File: config.mk
export PLATFORM = sky130hd
export DESIGN_NAME = uart_tx_buffered
export DESIGN_NICKNAME = d
export VERILOG_FILES = /design/src/rtl/uart_tx_buffered.sv
export SDC_FILE = /design/constraint.sdc
export NUM_CORES = 1
export LEC_CHECK = 0
export ABC_AREA = 1
export ABC_CLOCK_PERIOD_IN_PS = 7000
export CAP_MARGIN = 30
export CELL_PAD_IN_SITES_DETAIL_PLACEMENT = 2
export CELL_PAD_IN_SITES_GLOBAL_PLACEMENT = 2
export CORE_MARGIN = 2
export CORE_UTILIZATION = 30
export CTS_CLUSTER_DIAMETER = 150
export DETAILED_ROUTE_END_ITERATION = 6
export DONT_BUFFER_PORTS = 1
export GPL_TIMING_DRIVEN = 0
export PLACE_DENSITY = 0.7
export SETUP_SLACK_MARGIN = 0.3
export SYNTH_ARGS = -nofsm -noshare
export SYNTH_HDL_FRONTEND = slang
export SYNTH_SLANG_ARGS = --single-unit
File: constraint.sdc
create_clock -name clk -period 7 [get_ports clk]
set_clock_uncertainty 0.1 [all_clocks]
set_input_delay 1.05 -clock clk [delete_from_list [all_inputs] [get_ports clk]]
set_output_delay 1.05 -clock clk [all_outputs]
set_load 0.03 [all_outputs]
File: src/rtl/uart_tx_buffered.sv
// uart_tx_buffered: valid/ready byte write port into a circular FIFO, drained
// by an 8N1 serializer on uart_tx. Bit period is DELAY_FRAMES clocks, the same
// timing scheme used by the companion UART receiver.
// Build option: define UART_TX_PARITY_EN to insert an even-parity bit between
// the data bits and the stop bit (11-bit frames). Ports are identical either way.
module uart_tx_buffered #(
  parameter int DELAY_FRAMES = 234,
  parameter int DEPTH_LOG2   = 4
) (
  input  logic                  clk,
  input  logic                  rst_n,
  input  logic [7:0]            wr_data,
  input  logic                  wr_valid,
  output logic                  wr_ready,
  output logic                  uart_tx,
  output logic                  tx_busy,
  output logic [DEPTH_LOG2:0]   fifo_count,
  output logic                  overflow
);

  localparam int DEPTH = 1 << DEPTH_LOG2;
  localparam int CW    = DEPTH_LOG2 + 1;
  localparam int BW    = (DELAY_FRAMES > 2) ? $clog2(DELAY_FRAMES) : 1;

  localparam logic [BW-1:0]         BAUD_LAST  = BW'(DELAY_FRAMES - 1);
  localparam logic [BW-1:0]         BAUD_ONE   = BW'(1);
  localparam logic [CW-1:0]         FULL_COUNT = CW'(DEPTH);
  localparam logic [CW-1:0]         CNT_ONE    = CW'(1);
  localparam logic [DEPTH_LOG2-1:0] PTR_ONE    = DEPTH_LOG2'(1);

  localparam logic [2:0] S_IDLE   = 3'd0;
  localparam logic [2:0] S_START  = 3'd1;
  localparam logic [2:0] S_DATA   = 3'd2;
  localparam logic [2:0] S_STOP   = 3'd4;
`ifdef UART_TX_PARITY_EN
  localparam logic [2:0] S_PARITY = 3'd3;
`endif

  logic [7:0]            r_mem [DEPTH];
  logic [DEPTH_LOG2-1:0] r_wr_ptr;
  logic [DEPTH_LOG2-1:0] r_rd_ptr;
  logic [CW-1:0]         r_count;
  logic                  r_overflow;

  logic [2:0]            r_state;
  logic [BW-1:0]         r_baud;
  logic [2:0]            r_bit_idx;
  logic [7:0]            r_shift;
  logic                  r_tx;

  logic                  w_ready;
  logic                  w_push;
  logic                  w_pop;
  logic                  w_nonempty;
  logic                  w_bit_end;

  // wr_ready looks only at the registered count, so a full FIFO never passes
  // a byte through even when the serializer pops on the same edge.
  assign w_ready    = (r_count < FULL_COUNT);
  assign w_push     = wr_valid && w_ready;
  assign w_nonempty = (r_count != '0);
  assign w_bit_end  = (r_baud == BAUD_LAST);
  // Pop from IDLE, or on the last clock of STOP to chain frames without a gap.
  assign w_pop      = w_nonempty &&
                      ((r_state == S_IDLE) || ((r_state == S_STOP) && w_bit_end));

  assign wr_ready   = w_ready;
  assign uart_tx    = r_tx;
  assign tx_busy    = (r_state != S_IDLE);
  assign fifo_count = r_count;
  assign overflow   = r_overflow;

  // FIFO storage: data only, no reset needed.
  always_ff @(posedge clk) begin
    if (w_push) begin
      r_mem[r_wr_ptr] <= wr_data;
    end
  end

  // FIFO pointers, occupancy and the sticky overflow flag.
  always_ff @(posedge clk or negedge rst_n) begin
    if (!rst_n) begin
      r_wr_ptr   <= '0;
      r_rd_ptr   <= '0;
      r_count    <= '0;
      r_overflow <= 1'b0;
    end else begin
      if (w_push) begin
        r_wr_ptr <= r_wr_ptr + PTR_ONE;
      end
      if (w_pop) begin
        r_rd_ptr <= r_rd_ptr + PTR_ONE;
      end
      case ({w_push, w_pop})
        2'b10:   r_count <= r_count + CNT_ONE;
        2'b01:   r_count <= r_count - CNT_ONE;
        default: r_count <= r_count;
      endcase
      if (wr_valid && !w_ready) begin
        r_overflow <= 1'b1;
      end
    end
  end

  // Shift register takes the FIFO head whenever a frame begins.
  always_ff @(posedge clk) begin
    if (w_pop) begin
      r_shift <= r_mem[r_rd_ptr];
    end
  end

  // Baud counter: held at 0 in IDLE, otherwise wraps at DELAY_FRAMES-1.
  always_ff @(posedge clk or negedge rst_n) begin
    if (!rst_n) begin
      r_baud <= '0;
    end else if ((r_state == S_IDLE) || w_bit_end) begin
      r_baud <= '0;
    end else begin
      r_baud <= r_baud + BAUD_ONE;
    end
  end

  // Frame sequencer; the line level for the next bit is registered on the
  // same edge that changes state, so uart_tx is glitch-free.
  always_ff @(posedge clk or negedge rst_n) begin
    if (!rst_n) begin
      r_state   <= S_IDLE;
      r_bit_idx <= 3'd0;
      r_tx      <= 1'b1;
    end else begin
      case (r_state)
        S_IDLE: begin
          if (w_pop) begin
            r_state <= S_START;
            r_tx    <= 1'b0;
          end else begin
            r_tx    <= 1'b1;
          end
        end
        S_START: begin
          if (w_bit_end) begin
            r_state   <= S_DATA;
            r_bit_idx <= 3'd0;
            r_tx      <= r_shift[0];
          end
        end
        S_DATA: begin
          if (w_bit_end) begin
            if (r_bit_idx == 3'd7) begin
`ifdef UART_TX_PARITY_EN
              r_state <= S_PARITY;
              r_tx    <= ^r_shift;
`else
              r_state <= S_STOP;
              r_tx    <= 1'b1;
`endif
            end else begin
              r_bit_idx <= r_bit_idx + 3'd1;
              r_tx      <= r_shift[r_bit_idx + 3'd1];
            end
          end
        end
`ifdef UART_TX_PARITY_EN
        S_PARITY: begin
          if (w_bit_end) begin
            r_state <= S_STOP;
            r_tx    <= 1'b1;
          end
        end
`endif
        S_STOP: begin
          if (w_bit_end) begin
            if (w_nonempty) begin
              r_state <= S_START;
              r_tx    <= 1'b0;
            end else begin
              r_state <= S_IDLE;
              r_tx    <= 1'b1;
            end
          end
        end
        default: begin
          r_state <= S_IDLE;
          r_tx    <= 1'b1;
        end
      endcase
    end
  end

endmodule

# After elaboration in Yosys (flattened, before gate mapping)
# Memories as Yosys holds them, arrays and structs flattened. A register that Yosys moved wholly into a read port is not among the register bits.
# Cells that the tools add are included.
# word_totals
output_inout_bits	9
ff_bits	29
input_bits	11
memories	1
ramBits	128
# mem_list
memory	words	width	read_ports	rd_clocked_by_memory_dff	write_ports	line_no	rtl
r_mem	16	8	1	1	1	39	logic [7:0] r_mem [DEPTH];
# op_classes
n_addsub	6
eq_ne	13
muxes	24
n_lt_le_gt_ge	2
reduce_logical	15
# ops
cell	n
3-bit two-way mux	8
2-bit inequality test, second input constant	6
3-bit one-hot mux with 4 select lines	1
1-bit two-way mux	10
5-bit one-hot mux with 2 select lines	1
4-bit by 1-bit adder with 4-bit output, second input constant	2
8-bit by 1-bit adder with 8-bit output, second input constant	1
8-bit equality test, second input constant	1
8-bit two-way mux	1
3-bit equality test, second input constant	2
3-bit one-hot mux with 2 select lines	1
5-bit by 1-bit adder with 5-bit output, second input constant	1
5-bit < comparator, second input constant	1
5-bit AND reduction	1
5-bit nonzero test	1
5-bit by 1-bit subtractor with 5-bit output, second input constant	1
1-bit logical AND	4
3-bit by 4-bit < comparator with 1-bit output, second input constant	1
1-bit one-hot mux with 4 select lines	1
4-bit AND reduction	1
2-bit nonzero test	2
3-bit by 1-bit adder with 3-bit output, second input constant	1
1-bit binary-select mux with 3-bit select	1
3-bit by 1-bit equality test with 1-bit output, second input constant	1
8 further kinds	9

# Longest topological paths before layout
# Gate-level depths: netlist (run 1).
# depth
depth_word	6
ltp_mapped	18

# Worst setup path after synthesis (run 1)
# OpenSTA, ideal clock, no wires.
# synth_timing
path_kind	register -> register
start	register r_state[1]
end	register r_count[4], in the netlist fifo_count[4]
arrival_ps	2530
path_slack_ps	4253
required_time_ps	6783
path_buffers	0
setup_time_ps	117
path_stages_with_launch	16
path_cell_list	dfrtp_1 nor2_2 nand2_1 nand2_2 nand3_4 inv_2 ha_1 inv_1 fa_1 inv_1 a21oi_1 nor2_1 nor2_1 xor2_1 nand2_1 nand2_1
# synth_via
elab_chain_cells	6
# synth_lines
item	line_no	rtl
from (decl)	45	logic [2:0] r_state;
from (signal assigned)	127	r_state <= S_IDLE;
from (signal assigned)	134	r_state <= S_START;
from (signal assigned)	142	r_state <= S_DATA;
3-bit equality test	65	((r_state == S_IDLE) || ((r_state == S_STOP) && w_bit_end));
1-bit logical AND	65	
1-bit logical OR *	65	
1-bit logical AND *	64	assign w_pop = w_nonempty &&
net w_pop	53	logic w_pop;
2-bit by 1-bit equality test with 1-bit output or 2-bit equality test (tied branches)	94	case ({w_push, w_pop})
5-bit one-hot mux with 2 select lines or 2-bit nonzero test (tied branches)	n/a	
to (signal assigned)	95	2'b10: r_count <= r_count + CNT_ONE;
to (signal assigned)	96	2'b01: r_count <= r_count - CNT_ONE;
to (signal assigned)	97	default: r_count <= r_count;
to (decl)	42	logic [CW-1:0] r_count;
# Mark *: on every way through the listed nets, which the timed path passes. The rest lies on a longest branch.
# A chain may end at the register's enable or synchronous reset.

# Worst setup path after layout (run 1)
# Ends and elaborated chain as after synthesis.

==> flow_metrics.env, run 1 <==
export IMPL_drt_iter0_markers=324
export IMPL_cts_tree="yes"
export IMPL_grt_pass1_wl_um=32500
export IMPL_post_dp_hpwl_um=14400
export IMPL_hold_buffers=0
export IMPL_firstDrtPassIters=4
export IMPL_nets=642
export IMPL_rsz0062_at_grt="no"
export IMPL_clk_pin_slew_worst_paths_ps=70
export IMPL_grt_pass1_vias=5248
export IMPL_ys_seq_elements=165
export IMPL_cap_viol_max_count=0
export IMPL_grt_total_usage_pct=18.3
export IMPL_cp_arrival_ps=3410
export IMPL_final_cell_mix="edfxtp_1 (136), nor2_1 (121), nand2_1 (55)"
export IMPL_drc=0
export IMPL_synth_nets=620
export IMPL_finalHoldViolations=0
export IMPL_final_common_cell="edfxtp_1"
export IMPL_fmax_mhz=313
export IMPL_fin_ws_ps=3810
export IMPL_netlist_area_mm2=0.00701
export IMPL_cp_start_kind="flip-flop"
export IMPL_die_h_um=157
export IMPL_start_util_pct=30.8
export IMPL_finalWirelength_um=21100
export IMPL_drv_slew=0
export IMPL_vias_per_cell=5.00
export IMPL_vias=4713
export IMPL_drive_above_1_share_pct=11.3
export IMPL_tightest_slew_ps=987
export IMPL_wl_per_cell_um=22.4
export IMPL_antenna_cells=0
export IMPL_clock_latency_ps=440
export IMPL_cts_buffer_depth=2
export IMPL_critical_path_buf_inv_count=3
export IMPL_dpl_worst_slack_ps=3770
export IMPL_crit_slowest_cell="dfrtp_1"
export IMPL_min_path_type="input pin to asynchronous set/reset pin"
export IMPL_setup_violations=0
export IMPL_path_max_fanout=13
export IMPL_die_x_um=157
export IMPL_yosys_warnings=0
export IMPL_path_delay_family="simple AND/OR/NAND/NOR gates"
export IMPL_status="completed"
export IMPL_grt_ovfl_total=0
export IMPL_area_growth_pct=14.2
export IMPL_reg2regPathDepth=15
export IMPL_cts_root_buffer="clkbuf_16"
export IMPL_fp_coreArea_mm2=0.0228
export IMPL_p_leak_uw=0.00281
export IMPL_cts_buffers=17
export IMPL_cts_max_level=4
export IMPL_vdd_drop_max_mv=0.168
export IMPL_hold_worst_slack_ps=205
export IMPL_syn_avg_cell_area_um2=11.8
export IMPL_port_buffers=0
export IMPL_rrSetupSlack_ps=3810
export IMPL_dieArea_mm2=0.0246
export IMPL_end_kind="flip-flop"
export IMPL_min_period_ps=3190
export IMPL_fin_crit_sh_pct=45.6
export IMPL_syn_inst=595
export IMPL_p_per_area_mw_per_mm2=441
export IMPL_rows=55
export IMPL_critPathMaxStageDelay_ps=430
export IMPL_r2r_start="r_state[1]$_DFFE_PN0P_"
export IMPL_path_common_cell="nand2_1"
export IMPL_top_level_ports=20
export IMPL_setup_tns_ps=0
export IMPL_ys_types=34
export IMPL_crit_required_ps=7220
export IMPL_ys_seq_area_share_pct=68.6
export IMPL_postCtsResizedCells=0
export IMPL_post_cts_buffers=0
export IMPL_slew_headroom_pct=34.0
export IMPL_grt_max_degree=30
export IMPL_worstSetupPathType="flip-flop to flip-flop"
export IMPL_clkSinkCount=165
export IMPL_crit_chain="nor2_2, nand2_1, nand2_2, nand3_4, inv_2, ha_1, inv_1, fa_1, inv_1, a21oi_1, nor2_1, nor2_1, xor2_1, nand2_1, nand2_1"
export IMPL_antenna_found_initial=0
export IMPL_ant_nets=0
export IMPL_worst_r2r_endpoint="fifo_count[4]$_DFFE_PN0P_"
export IMPL_gp_congestion=0.849
metrics by stage:
step / std cells / total power, uW / cell area [um^2] / utilization, %
2_1_floorplan: 595 / 2170 / 7010 / -
3_3_place_gp: 908 / 2530 / 7400 / 32.5
3_5_place_dp: 909 / 2620 / 7410 / 32.5
4_1_cts: 941 / 3570 / 7980 / 35.0
5_1_grt: 943 / 3760 / 8000 / 35.1
6_report: 943 / 3530 / 8000 / 35.1
flip-flops by register name, summed over array words and instances (netlist names):
signal and count:
r_wr_ptr 4, r_state 3, r_baud 8, fifo_count 5, r_rd_ptr 4, r_bit_idx 3, r_mem 128, uart_tx 1
r_shift 8, overflow 1
synthesized netlist by cell type:
cell | count | area share (%)
nor2_2 | 10 | 0.89
a31oi_1 | 1 | 0.089
inv_2 | 8 | 0.43
a21o_1 | 1 | 0.11
and3_1 | 1 | 0.089
xnor2_1 | 5 | 0.62
ha_1 | 13 | 2.3
fa_1 | 1 | 0.29
buf_2 | 9 | 0.64
nor3_1 | 1 | 0.071
nand3_4 | 1 | 0.25
dfrtp_1 | 28 | 10
nand2_1 | 55 | 2.9
inv_1 | 24 | 1.3
o221ai_1 | 4 | 0.50
o211ai_1 | 28 | 3.0
nand3_1 | 31 | 2.2
nor3b_1 | 3 | 0.32
nor4_1 | 1 | 0.089
edfxtp_1 | 136 | 58
nor2_1 | 121 | 6.5
o21ai_0 | 49 | 3.5
nor3_2 | 1 | 0.14
buf_6 | 4 | 0.64
clkinv_1 | 1 | 0.054
a21boi_0 | 1 | 0.11
dfstp_2 | 1 | 0.37
clkbuf_1 | 10 | 0.54
nand2_2 | 1 | 0.089
buf_4 | 3 | 0.32
nand4_1 | 1 | 0.089
o21ai_1 | 28 | 2.0
a21oi_1 | 7 | 0.50
xor2_1 | 6 | 0.75
final cells by class:
cell class                      instances  area [um^2]
Timing Repair Buffer                    3         32.5
Sequential cell                       165         4810
Buffer                                 26          150
Inverter                               33          124
Multi-Input combinational cell        371         1920
Fill cell                            2383        14800
Tap cell                              313          392
Clock inverter                         14          141
Clock buffer                           18          429
kinds of logic after synthesis:
logic type	synth area share [%]
compound gates	9.80
xor+xnor	1.37
fa+ha+maj	2.61
buf+inv	3.91
flops	68.6
simple gates	13.7
power by group:
group	internal [uW]	switching (uW)	leakage [uW]	total, uW
clock network	501	431	0.000279	933
logic	362	884	0.000934	1250
registers	1240	118	0.00160	1350
worst register-to-register path, delay by kind of cell, from the launching register on:
kind	cells	cell delay, ps
flops	1	430
fa+ha+maj	2	710
xor+xnor	1	140
compound gates	1	80
simple gates	8	1190
buf+inv	3	440
worst max path at each step:
stage / start / endpoint / slack, ps / cells after the start
after floorplan: r_state[1]$_DFFE_PN0P_ / fifo_count[4]$_DFFE_PN0P_ / 4250 / 15
after global placement: r_state[1]$_DFFE_PN0P_ / fifo_count[4]$_DFFE_PN0P_ / 3890 / 15
after detailed placement: r_state[1]$_DFFE_PN0P_ / fifo_count[4]$_DFFE_PN0P_ / 3770 / 15
after CTS: r_state[1]$_DFFE_PN0P_ / fifo_count[4]$_DFFE_PN0P_ / 3750 / 15
after global routing: r_state[1]$_DFFE_PN0P_ / fifo_count[4]$_DFFE_PN0P_ / 3490 / 15
final: r_state[1]$_DFFE_PN0P_ / fifo_count[4]$_DFFE_PN0P_ / 3810 / 15
metal layers:
metal  part of all wire [%]  track usage, %
met2                     50            30.8
met1                     44            23.7
met3                    3.6            3.21
met5                      0               0
met4                    2.2            6.68
Power figures use the tool's default switching activity.
==> run 2: changes to the inputs <==
--- a/config.mk
+++ b/config.mk
@@ -6,7 +6,7 @@
 export NUM_CORES = 1
 export LEC_CHECK = 0
 export ABC_AREA = 1
-export ABC_CLOCK_PERIOD_IN_PS = 7000
+export ABC_CLOCK_PERIOD_IN_PS = 2900
 export CAP_MARGIN = 30
 export CELL_PAD_IN_SITES_DETAIL_PLACEMENT = 2
 export CELL_PAD_IN_SITES_GLOBAL_PLACEMENT = 2
@@ -16,7 +16,7 @@
 export DETAILED_ROUTE_END_ITERATION = 6
 export DONT_BUFFER_PORTS = 1
 export GPL_TIMING_DRIVEN = 0
-export PLACE_DENSITY = 0.7
+export PLACE_DENSITY = 0.72
 export SETUP_SLACK_MARGIN = 0.3
 export SYNTH_ARGS = -nofsm -noshare
 export SYNTH_HDL_FRONTEND = slang
==> constraint.sdc (replaced) <==
create_clock -name clk -period 2.9 [get_ports clk]
set_clock_uncertainty 0.1 [all_clocks]
set_input_delay 0.435 -clock clk [delete_from_list [all_inputs] [get_ports clk]]
set_output_delay 0.435 -clock clk [all_outputs]
set_load 0.03 [all_outputs]
==> run 2 against run 1 <==
Combinational power rose to 2.6 times the previous value. Highest routed layer unchanged. Register-to-register slack worse by 3400 ps. Sequential share of layout area fell by 1.6 points. Critical path type unchanged. Clock-buffer cell count down 1.
==> flow_metrics.env, run 2 (same netlist as run 1, synthesis figures left out) <==
export IMPL_status="completed"
export IMPL_final_seq_area_mm2=0.00482
export IMPL_cts_buffers=17
export IMPL_min_path_type="input pin to flip-flop"
export IMPL_worstSetupPathType="flip-flop to flip-flop"
export IMPL_area_growth_pct=17.5
export IMPL_cts_root_buffer="clkbuf_16"
export IMPL_clkSinkCount=165
export IMPL_reg2regPathDepth=18
export IMPL_setup_tns_ps=0
export IMPL_die_x_um=157
export IMPL_port_buffers=0
export IMPL_placed_area_mm2=0.00742
export IMPL_n_fill_cell=2387
export IMPL_path_max_fanout=5
export IMPL_drive_above_1_share_pct=15.4
export IMPL_antenna_found_initial=0
export IMPL_stdcell_area_mm2=0.00824
export IMPL_crit_required_ps=3130
export IMPL_rrSetupSlack_ps=440
export IMPL_grt_max_degree=30
export IMPL_grt_ovfl_total=0
export IMPL_cp_start_kind="flip-flop"
export IMPL_drv_slew=0
export IMPL_r2r_start="r_baud[1]$_DFF_PN0_"
export IMPL_vias=4843
export IMPL_drc=0
export IMPL_reg_top3="r_mem: 128 flops, r_baud: 8 flops, r_shift: 8 flops"
export IMPL_clk_pin_slew_worst_paths_ps=70
export IMPL_seqPwrFrac_pct=37.0
export IMPL_fin_crit_sh_pct=84.7
export IMPL_combPwrFrac_pct=36.3
export IMPL_start_util_pct=30.8
export IMPL_hold_start="wr_valid"
export IMPL_finalHoldViolations=0
export IMPL_vdd_drop_max_mv=0.471
export IMPL_grt_total_usage_pct=18.6
export IMPL_fmax_mhz=407
export IMPL_cts_tree="yes"
export IMPL_drt_iter0_markers=278
export IMPL_die_h_um=157
export IMPL_antenna_cells=0
export IMPL_p_leak_uw=0.00287
export IMPL_wl_per_cell_um=22.8
export IMPL_dieArea_mm2=0.0246
export IMPL_setup_violations=0
export IMPL_finalWirelength_um=21800
export IMPL_worst_r2r_endpoint="fifo_count[4]$_DFFE_PN0P_"
export IMPL_power_frac_clock_pct=26.6
export IMPL_nets=653
export IMPL_cp_arrival_ps=2690
export IMPL_regMostFlops="r_mem"
export IMPL_finish_utilization_pct=36.2
export IMPL_min_path_cells=1
export IMPL_power_switching_uw=3660
export IMPL_rsz0062_at_grt="yes"
export IMPL_min_period_ps=2460
export IMPL_cts_max_level=4
export IMPL_rows=55
export IMPL_ant_nets=0
export IMPL_largest_reg_flops=128
export IMPL_cts_buffer_depth=2
export IMPL_p_int_uw=5190
export IMPL_end_kind="flip-flop"
export IMPL_multi_input_area_mm2=0.00200
export IMPL_clock_latency_ps=440
export IMPL_slew_headroom_pct=45.3
export IMPL_final_cell_mix="edfxtp_1 (136), nor2_1 (105), nand2_1 (53)"
export IMPL_post_dp_hpwl_um=14600
export IMPL_cap_viol_max_count=0
export IMPL_fp_coreArea_mm2=0.0228
export IMPL_firstDrtPassIters=5
export IMPL_p_per_area_mw_per_mm2=1070
export IMPL_vias_per_cell=5.08
export IMPL_tightest_slew_ps=817
export IMPL_final_common_cell="edfxtp_1"
export IMPL_gp_congestion=0.831
export IMPL_top_level_ports=20
export IMPL_grt_pass1_wl_um=32800
export IMPL_grt_pass1_vias=5294
export IMPL_hold_end="overflow$_DFFE_PN0P_"
export IMPL_switching_share_pct=41.4
[run 2: per-stage QoR]
stage | setup slack, ps | power [uW] | std cells | hold WS, ps
floorplan | 324 | 5240 | 595 | 39.4
global placement | -34.6 | 6100 | 908 | 41.5
detailed placement | -94.2 | 6340 | 909 | 40.7
CTS | 168 | 8830 | 951 | 39.3
global route | 194 | 9330 | 954 | 33.7
finish | 443 | 8850 | 954 | 38.5
[run 2: how the worst max path moves through the flow]
stage / startpoint / to / cells past startpoint
global placement: fifo_count[4]$_DFFE_PN0P_ / fifo_count[4]$_DFFE_PN0P_ / 14
CTS: r_baud[1]$_DFF_PN0_ / fifo_count[4]$_DFFE_PN0P_ / 18
detailed placement: r_state[1]$_DFFE_PN0P_ / fifo_count[4]$_DFFE_PN0P_ / 15
floorplan: r_state[1]$_DFFE_PN0P_ / fifo_count[4]$_DFFE_PN0P_ / 15
finish: r_baud[1]$_DFF_PN0_ / fifo_count[4]$_DFFE_PN0P_ / 18
global route: r_baud[1]$_DFF_PN0_ / fifo_count[4]$_DFFE_PN0P_ / 18
[run 2: layout make-up]
| type | instances | area share, % |
|---|---|---|
| clock inverters | 15 | 2.14 |
| repair buffers | 14 | 1.70 |
| multi-input cells | 371 | 24.3 |
| plain buffers | 26 | 1.82 |
| flip-flops and latches | 165 | 58.5 |
| clock buffers | 17 | 5.16 |
| inverters | 33 | 1.66 |
| well taps | 313 | 4.75 |
[run 2: timing repair]
| action | in CTS | in global routing |
|---|---|---|
| hold buffers | 10 | 0 |
| pin swaps | 0 | 1 |
| setup buffers | 0 | 3 |
| gates resized for setup | 16 | 14 |
| endpoints found under the setup margin | 76 | 43 |
| hold endpoints to repair | 157 | 0 |
[run 2: layer usage]
metal	vias up	global-route usage (%)	part of all wire, %
li1	2172	-	-
met1	2521	22.6	42
met2	124	33.6	53
met3	26	2.91	3.5
met4	0	6.33	1.8
met5	-	0	0
[run 2: power by group through the flow]
stage                     logic, uW  registers [uW]  clock network [uW]
after global placement         2810            3290                   0
final                          3220            3280                2360
after floorplan                1990            3250                   0
after global routing           3560            3320                2450
after CTS                      3170            3280                2380
after detailed placement       3010            3320                   0
[run 2: worst max-delay path, stage by stage (launching register included)]
cell and delay [ps]:
dfrtp_1 400, inv_1 60, ha_1 130, nand2_1 60, nor2_2 90, nand2_2 100
nand2_4 100, nand3_4 110, clkinv_8 80, ha_4 160, inv_1 60, fa_1 370
inv_2 80, a21oi_1 60, nor2_1 110, nor2_1 60, xor2_1 140, nand2_1 60
nand2_1 50
